## src/rtl/multicycle_controller_pkg.sv

```systemverilog
// Shared encodings for the multicycle controller.
// Holds the opcode and Function field constants, the ALU_Control encodings,
// the mux select encodings and the controller state enumeration.
package multicycle_controller_pkg;

    // instruction[31:26]
    localparam logic [5:0] OP_RTYPE = 6'b000000;
    localparam logic [5:0] OP_LW    = 6'b100011;
    localparam logic [5:0] OP_SW    = 6'b101011;
    localparam logic [5:0] OP_BEQ   = 6'b000100;
    localparam logic [5:0] OP_ADDI  = 6'b001000;
    localparam logic [5:0] OP_J     = 6'b000010;

    // instruction[5:0] for R-type
    localparam logic [5:0] FN_ADD = 6'b100000;
    localparam logic [5:0] FN_SUB = 6'b100010;
    localparam logic [5:0] FN_AND = 6'b100100;
    localparam logic [5:0] FN_OR  = 6'b100101;
    localparam logic [5:0] FN_SLT = 6'b101010;
    localparam logic [5:0] FN_MUL = 6'b011100;

    localparam logic [2:0] ALU_ADD = 3'b010;
    localparam logic [2:0] ALU_SUB = 3'b100;
    localparam logic [2:0] ALU_SLT = 3'b110;
    localparam logic [2:0] ALU_MUL = 3'b101;
    localparam logic [2:0] ALU_AND = 3'b000;
    localparam logic [2:0] ALU_OR  = 3'b001;

    localparam logic [1:0] SRCB_REG    = 2'b00;
    localparam logic [1:0] SRCB_FOUR   = 2'b01;
    localparam logic [1:0] SRCB_IMM    = 2'b10;
    localparam logic [1:0] SRCB_IMM_SH = 2'b11;

    localparam logic [1:0] PCSRC_ALU    = 2'b00;
    localparam logic [1:0] PCSRC_ALUOUT = 2'b01;
    localparam logic [1:0] PCSRC_JUMP   = 2'b10;

    typedef enum logic [3:0] {
        S_FETCH    = 4'd0,
        S_DECODE   = 4'd1,
        S_MEMADR   = 4'd2,
        S_MEMRD    = 4'd3,
        S_MEMWB    = 4'd4,
        S_MEMWR    = 4'd5,
        S_RTEXEC   = 4'd6,
        S_RTWB     = 4'd7,
        S_BEQ      = 4'd8,
        S_ADDIEXEC = 4'd9,
        S_ADDIWB   = 4'd10,
        S_JUMP     = 4'd11
    } state_e;

endpackage

```

## src/rtl/multicycle_controller_alu_decoder.sv

```systemverilog
// alu_decoder: maps the R-type Function field to ALU_Control.
// Ports:
//   func     in  6  instruction[5:0]
//   alu_ctrl out 3  ALU operation; unknown codes fall back to add
module alu_decoder
    import multicycle_controller_pkg::*;
(
    input  logic [5:0] func,
    output logic [2:0] alu_ctrl
);

    always_comb begin
        alu_ctrl = ALU_ADD;
        case (func)
            FN_ADD:  alu_ctrl = ALU_ADD;
            FN_SUB:  alu_ctrl = ALU_SUB;
            FN_AND:  alu_ctrl = ALU_AND;
            FN_OR:   alu_ctrl = ALU_OR;
            FN_SLT:  alu_ctrl = ALU_SLT;
            FN_MUL:  alu_ctrl = ALU_MUL;
            default: alu_ctrl = ALU_ADD;
        endcase
    end

endmodule

```

## src/rtl/multicycle_controller.sv

```systemverilog
// multicycle_controller: control FSM for a multicycle MIPS-style datapath.
//
//   state    | meaning
//   ---------+-----------------------------------------------------------
//   FETCH    | read instruction, PC += 4 when memory returns data
//   DECODE   | register read, branch target computed into ALUOut
//   MEMADR   | lw/sw effective address = A + SignImm
//   MEMRD    | lw data read, wait for Mem_Ready
//   MEMWB    | lw data written to rt
//   MEMWR    | sw data written, wait for Mem_Ready
//   RTEXEC   | R-type ALU operation from Function
//   RTWB     | R-type result written to rd
//   BEQ      | compare A - B, branch to ALUOut on zero
//   ADDIEXEC | A + SignImm
//   ADDIWB   | addi result written to rt
//   JUMP     | PC <= jump target
//
// Ports:
//   CLK, RST (async, active low)
//   OP_Code[5:0], Function[5:0], Zero_Flag, Mem_Ready   inputs
//   IRWrite, IorD, MemWrite, MemtoReg, RegDst, RegWrite,
//   ALUSrcA, ALUSrcB[1:0], PCSrc[1:0], PCEn, ALU_Control[2:0], Busy  outputs
module multicycle_controller
    import multicycle_controller_pkg::*;
(
    input  logic       CLK,
    input  logic       RST,
    input  logic [5:0] OP_Code,
    input  logic [5:0] Function,
    input  logic       Zero_Flag,
    input  logic       Mem_Ready,
    output logic       IRWrite,
    output logic       IorD,
    output logic       MemWrite,
    output logic       MemtoReg,
    output logic       RegDst,
    output logic       RegWrite,
    output logic       ALUSrcA,
    output logic [1:0] ALUSrcB,
    output logic [1:0] PCSrc,
    output logic       PCEn,
    output logic [2:0] ALU_Control,
    output logic       Busy
);

    state_e     state_q;
    state_e     state_d;
    logic [2:0] rt_alu_ctrl;

    logic       ir_write_c;
    logic       pc_write_c;
    logic       branch_c;
    logic       mem_write_c;
    logic       reg_write_c;

    alu_decoder u_alu_decoder (
        .func     (Function),
        .alu_ctrl (rt_alu_ctrl)
    );

    always_ff @(posedge CLK or negedge RST) begin
        if (!RST) begin
            state_q <= S_FETCH;
        end else begin
            state_q <= state_d;
        end
    end

    always_comb begin
        state_d     = state_q;
        ir_write_c  = 1'b0;
        pc_write_c  = 1'b0;
        branch_c    = 1'b0;
        mem_write_c = 1'b0;
        reg_write_c = 1'b0;
        IorD        = 1'b0;
        MemtoReg    = 1'b0;
        RegDst      = 1'b0;
        ALUSrcA     = 1'b0;
        ALUSrcB     = SRCB_REG;
        PCSrc       = PCSRC_ALU;
        ALU_Control = 3'b000;

        case (state_q)
            S_FETCH: begin
                ALUSrcB     = SRCB_FOUR;
                ALU_Control = ALU_ADD;
                PCSrc       = PCSRC_ALU;
                // IR load and PC increment only happen once the read lands
                if (Mem_Ready) begin
                    ir_write_c = 1'b1;
                    pc_write_c = 1'b1;
                    state_d    = S_DECODE;
                end
            end
            S_DECODE: begin
                ALUSrcB     = SRCB_IMM_SH;
                ALU_Control = ALU_ADD;
                case (OP_Code)
                    OP_LW, OP_SW: state_d = S_MEMADR;
                    OP_RTYPE:     state_d = S_RTEXEC;
                    OP_BEQ:       state_d = S_BEQ;
                    OP_ADDI:      state_d = S_ADDIEXEC;
                    OP_J:         state_d = S_JUMP;
                    default:      state_d = S_FETCH;
                endcase
            end
            S_MEMADR: begin
                ALUSrcA     = 1'b1;
                ALUSrcB     = SRCB_IMM;
                ALU_Control = ALU_ADD;
                state_d     = (OP_Code == OP_LW) ? S_MEMRD : S_MEMWR;
            end
            S_MEMRD: begin
                IorD = 1'b1;
                if (Mem_Ready) begin
                    state_d = S_MEMWB;
                end
            end
            S_MEMWB: begin
                RegDst      = 1'b0;
                MemtoReg    = 1'b1;
                reg_write_c = 1'b1;
                state_d     = S_FETCH;
            end
            S_MEMWR: begin
                IorD        = 1'b1;
                mem_write_c = 1'b1;
                if (Mem_Ready) begin
                    state_d = S_FETCH;
                end
            end
            S_RTEXEC: begin
                ALUSrcA     = 1'b1;
                ALUSrcB     = SRCB_REG;
                ALU_Control = rt_alu_ctrl;
                state_d     = S_RTWB;
            end
            S_RTWB: begin
                RegDst      = 1'b1;
                MemtoReg    = 1'b0;
                reg_write_c = 1'b1;
                state_d     = S_FETCH;
            end
            S_BEQ: begin
                ALUSrcA     = 1'b1;
                ALUSrcB     = SRCB_REG;
                ALU_Control = ALU_SUB;
                PCSrc       = PCSRC_ALUOUT;
                branch_c    = 1'b1;
                state_d     = S_FETCH;
            end
            S_ADDIEXEC: begin
                ALUSrcA     = 1'b1;
                ALUSrcB     = SRCB_IMM;
                ALU_Control = ALU_ADD;
                state_d     = S_ADDIWB;
            end
            S_ADDIWB: begin
                RegDst      = 1'b0;
                MemtoReg    = 1'b0;
                reg_write_c = 1'b1;
                state_d     = S_FETCH;
            end
            S_JUMP: begin
                PCSrc      = PCSRC_JUMP;
                pc_write_c = 1'b1;
                state_d    = S_FETCH;
            end
            default: begin
                state_d = S_FETCH;
            end
        endcase
    end

    // The state register already sits in FETCH during reset, but FETCH's
    // write enables follow Mem_Ready, so they are qualified by RST too.
    assign IRWrite  = ir_write_c & RST;
    assign MemWrite = mem_write_c & RST;
    assign RegWrite = reg_write_c & RST;
    assign PCEn     = (pc_write_c | (branch_c & Zero_Flag)) & RST;
    assign Busy     = (state_q != S_FETCH);

endmodule

```

## config.mk

```make
export PLATFORM = sky130hd
export DESIGN_NAME = multicycle_controller
export DESIGN_NICKNAME = d
export VERILOG_FILES = /design/src/rtl/multicycle_controller_pkg.sv /design/src/rtl/multicycle_controller_alu_decoder.sv /design/src/rtl/multicycle_controller.sv
export SDC_FILE = /design/constraint.sdc
export NUM_CORES = 1
export LEC_CHECK = 0
export ABC_AREA = 1
export BUFFER_PORTS_ARGS = -buffer_cell sky130_fd_sc_hd__buf_2
export CAP_MARGIN = 40
export CORE_MARGIN = 3
export CORE_UTILIZATION = 47
export DETAILED_ROUTE_END_ITERATION = 8
export PLACE_DENSITY = 0.81
export SLEW_MARGIN = 10
export SYNTH_ARGS = -nofsm -noshare
export SYNTH_HDL_FRONTEND = slang
export SYNTH_SLANG_ARGS = --single-unit
export TNS_END_PERCENT = 5
```

## constraint.sdc

```tcl
create_clock -name CLK -period 2.9 [get_ports CLK]
set_input_delay 0.58 -clock CLK [delete_from_list [all_inputs] [get_ports CLK]]
set_output_delay 0.58 -clock CLK [all_outputs]
set_load 0.02 [all_outputs]
```

; ---- Word-level counts from Yosys, hierarchy flattened
; Index checks and enable logic that the tools add are counted.
; Widths: inputs -> output; s select.
[word_totals]
in_bits = 16
wordCells = 61
reg_bits = 4
out_inout_bits = 16
[op_classes]
reduce_logical = 10
mux = 20
n_eq_ne = 24
bitwise = 6
[ops]
columns = op, n
row1 = $eq 6x6->1 const B, 6
row2 = $pmux 4 s7, 1
row3 = $pmux 4 s5, 1
row4 = $eq 4x3->1 const B, 4
row5 = $eq 4x4->1 const B, 4
row6 = $pmux 3 s5, 1
row7 = $mux 4, 3
row8 = $mux 1, 9
row9 = $pmux 3 s3, 1
row10 = $eq 4x2->1 const B, 2
row11 = $reduce_or 4->1, 2
row12 = $eq 6x2->1 const B, 1
row13 = $eq 6x3->1 const B, 1
row14 = $eq 6x4->1 const B, 1
row15 = $eq 6x5->1 const B, 1
row16 = $logic_not 6->1, 1
row17 = $ne 2x2->1 const B, 3
row18 = $pmux 2 s3, 1
row19 = $reduce_or 2->1, 3
row20 = $and 1x1->1, 5
row21 = $eq 4x1->1 const B, 1
row22 = $logic_not 4->1, 1
row23 = $pmux 2 s2, 1
row24 = $reduce_bool 4->1, 1
row25 = other kinds (5), 5

; ---- Longest topological paths before layout
[logic_depth]
depth_word = 5
mapped_depth = 9
ltp_nobuf = 9

; ---- Hierarchy
; A second synthesis with hierarchy kept.
[hier_totals]
hier_cells = 126
hier_area_um2 = 641.9
[by_module_without_submodules]
columns = module, cells_per_inst, n_inst, area_per_inst_um2
row1 = multicycle_controller, 107, 1, 556.8
row2 = alu_decoder, 19, 1, 85.1

; ---- Worst setup path after synthesis
; OpenSTA, ideal clock, no wires.
[synth_path]
kind = register to output
from = register state_q[1]
to = output port PCEn
path_stages_with_launch = 6
t_arrival_ps = 1337
path_buffers = 0
slack_ps = 983
cell_sequence = dfrtp_1 nor2_1 inv_1 nor2_2 nand2_1 a31oi_1
[synth_between]
elab_chain_len = 5
elab_cells_between_ends = 8
classes_between = eq/ne (2) / mux (2) / bitwise (3) / reduce/logical (1)
[synth_lines]
columns = item, line
row1 = start: declaration, multicycle_controller.sv:46  ; state_e state_q;
row2 = start signal: assignment, multicycle_controller.sv:65  ; state_q <= state_d;
row3 = $eq 4x4->1, multicycle_controller.sv:84  ; case (state_q)
row4 = $mux 1, multicycle_controller.sv:84
row5 = $and 1x1->1, multicycle_controller.sv:181  ; assign PCEn = (pc_write_c | (branch_c & Zero_Flag)) & RST;
row6 = $or 1x1->1 *, multicycle_controller.sv:181
row7 = $and 1x1->1 *, multicycle_controller.sv:181
row8 = end: declaration, multicycle_controller.sv:41  ; output logic PCEn,
; Mark *: on every way between the ends. The rest lies on a longest branch, timed or not.

; ---- Worst setup path after layout
; Ends and elaborated chain as after synthesis.

==> flow_metrics.env <==
export IMPL_worstMarginPinSlew_ns=0.2378
export IMPL_drive_gt1_frac=0.2625
export IMPL_relSlewSlack=0.8409
export IMPL_hold_class="in2async"
export IMPL_dieHeight_um=42.30
export IMPL_leakage_nw=0.5623
export IMPL_start_kind="flop"
export IMPL_synth_cell_type_count=17
export IMPL_area_growth_pct=31.52
export IMPL_cp_top_family="flip-flops"
export IMPL_cts_path_max_buffers=2
export IMPL_core_um2=1171
export IMPL_combPwrFrac=0.701
export IMPL_outcome="finished, final reports clean"
export IMPL_ant_nets=0
export IMPL_slowest_stage="dfrtp_1"
export IMPL_final_period_utilization=0.7119
export IMPL_hold_viol_final=0
export IMPL_worstPathCellList="nor2_1 > nand2_2 > inv_1 > nand2_1 > a31oi_1 > buf_2"
export IMPL_dieArea_um2=1789
export IMPL_synthTopCellsByArea="nand2_1 (22%), inv_1 (17%), dfrtp_1 (16%)"
export IMPL_drc=0
export IMPL_maxCapViolations=0
export IMPL_path_class="reg2out"
export IMPL_synth_commonest_cells="nand2_1 (36), inv_1 (28), nor2_1 (26), nand3_1 (12)"
export IMPL_synth_warnings=0
export IMPL_seqPwrFrac=0.177
export IMPL_setup_viol=0
export IMPL_ys_seq_area_frac=0.1616
export IMPL_gp_congestion=0.8613
export IMPL_antenna_found_initial=0
export IMPL_htreeDepth=1
export IMPL_fillers=118
export IMPL_critPathBufInv=2
export IMPL_hpwl_mm=1.386
export IMPL_drt_iter0_drc=20
export IMPL_worstPathRequired_ns=2.32
export IMPL_synth_top_area_frac=0.2182
export IMPL_cts_buffers=3
export IMPL_grtUsageTotal=0.1656
export IMPL_power_clock_fraction=0.122
export IMPL_rows=12
export IMPL_ys_flop_type="dfrtp_1"
export IMPL_via_per_inst=4.810
export IMPL_synthCells=126
export IMPL_period_needed_ns=2.064
export IMPL_ys_async_sr_fraction=1.000
export IMPL_top_register="state_q"
export IMPL_synth_avg_cell_area_um2=4.915
export IMPL_setup_tns_ns=0
export IMPL_syn_nets=142
export IMPL_synth_area_um2=619.3
export IMPL_nets=178
export IMPL_holdBufCountCts=0
export IMPL_cts_tree="yes"
export IMPL_cts_resized=0
export IMPL_yosys_cell_count_top_type="nand2_1"
export IMPL_vdd_drop_max_uv=495.6
export IMPL_dr_pass1_iters=4
export IMPL_wl_per_cell_um=9.236
export IMPL_power_internal_mw=0.2355
export IMPL_cts_root_buf="clkbuf_4"
export IMPL_cp_max_fo=7
export IMPL_portBuffers=31
export IMPL_grt_pass1_wl_mm=2.442
export IMPL_post_cts_setup_buffers=0
export IMPL_fmax_mhz=484.4
export IMPL_grt_max_degree=8
export IMPL_synth_edff_count=0
export IMPL_grt_overflow=0
export IMPL_crit_arrival_ns=1.48
export IMPL_largest_reg_flops=4
export IMPL_antenna_cells=0
export IMPL_start_util=0.5288
export IMPL_cp_slowest_stage_delay_ns=0.44
export IMPL_power_total_mw=0.5265
export IMPL_insertion_delay_ns=0.22
export IMPL_routed_wl_mm=1.607
export IMPL_clk_pin_slew_ns=0.03
export IMPL_vias=837
export IMPL_endpoint_kind="primary output"
export IMPL_ys_seq_elements=4
export IMPL_die_w_um=42.30
export IMPL_finalMaxSlewViolations=0
export IMPL_largest_registers="state_q x4"
export IMPL_cts_sinks=4
export IMPL_finalClockSkew_ns=0.0001878
export IMPL_p_switching_mw=0.2911
export IMPL_synth_area_leader_cell="nand2_1"
export IMPL_io_pins=32
export IMPL_netSwitchingFraction=0.5528
export IMPL_power_density_nw_per_um2=646.4
export IMPL_rsz0062_at_grt="no"
export IMPL_grt_pass1_vias=665
==> worst paths after layout <==
path                                 start         end  slack, ns  cells past startpoint
worst max-delay path            state_q[1]        PCEn       0.84                      6
worst min-delay path                   RST  state_q[0]       0.17                      1
worst max register to register  state_q[2]  state_q[1]       1.71                      7
worst min register to register  state_q[0]  state_q[0]       0.57                      2
max in group asynchronous              RST  state_q[2]       2.60                      1
min in group CLK                state_q[0]  state_q[0]       0.57                      2
==> worst reg2reg max path: stages, from the launching register on <==
cell	delay, ns
dfrtp_1	0.42
inv_1	0.08
nand2_1	0.16
nor2_1	0.08
inv_1	0.09
nor2_1	0.05
nor2_1	0.09
nand3_1	0.10
==> layout by cell type (no fill, tap or decap), drive strengths merged <==
master	synthesis	layout
buf	0	31
inv	29	29
nand2	39	39
or2	1	1
o211ai	1	1
nor3	1	1
nand3	13	13
a31oi	1	1
o21ai	5	5
nor2	28	28
clkbuf	0	3
a21oi	2	2
dfrtp	4	4
nand4	2	2
==> metrics by stage <==
step | worst slack (ns) | hold WS [ns] | util | instances | cell area, um^2
floorplan | 0.9827 | 0.2844 | - | 126 | 619.3
global placement | 0.9574 | 0.3988 | 0.6763 | 171 | 792.0
detailed placement | 0.8966 | 0.4020 | 0.6763 | 171 | 792.0
CTS | 0.8373 | 0.1629 | 0.6955 | 174 | 814.5
global route | 0.6473 | 0.1592 | 0.6955 | 174 | 814.5
finish | 0.8355 | 0.1682 | 0.6955 | 174 | 814.5
==> layer usage <==
layer	up-vias	GRT usage	routed length [um]
met5	-	0	0
met4	0	0.06832	0
met3	0	0.01288	96
met2	26	0.2736	772
met1	357	0.2191	738
li1	454	-	-
==> cell families (layout without fill, tap and decap cells) <==
logic type,Yosys count,in the layout,share of synthesized area
buffers and inverters,29,63,0.1758
AO/OA/AOI/OAI,9,9,0.08486
AND/OR/NAND/NOR,84,84,0.5778
flip-flops,4,4,0.1616
==> power by group through the flow <==
stage	Combinational (mW)	Clock (mW)	Sequential [mW]
after floorplan	0.268	0	0.0874
after global placement	0.360	0	0.0935
after detailed placement	0.370	0	0.0931
after CTS	0.370	0.0666	0.0927
after global routing	0.409	0.0706	0.0956
final	0.369	0.0640	0.0934
==> layout make-up <==
type                       instances  area, um^2  area share
timing repair buffer              31       155.1      0.1905
inverter                          29       108.9      0.1336
tap                               14       17.52     0.02151
multi-input combinational         93       410.4      0.5038
clock buffer                       3       22.52     0.02765
sequential                         4       100.1      0.1229
No activity file was read; power rests on OpenSTA's default activity.
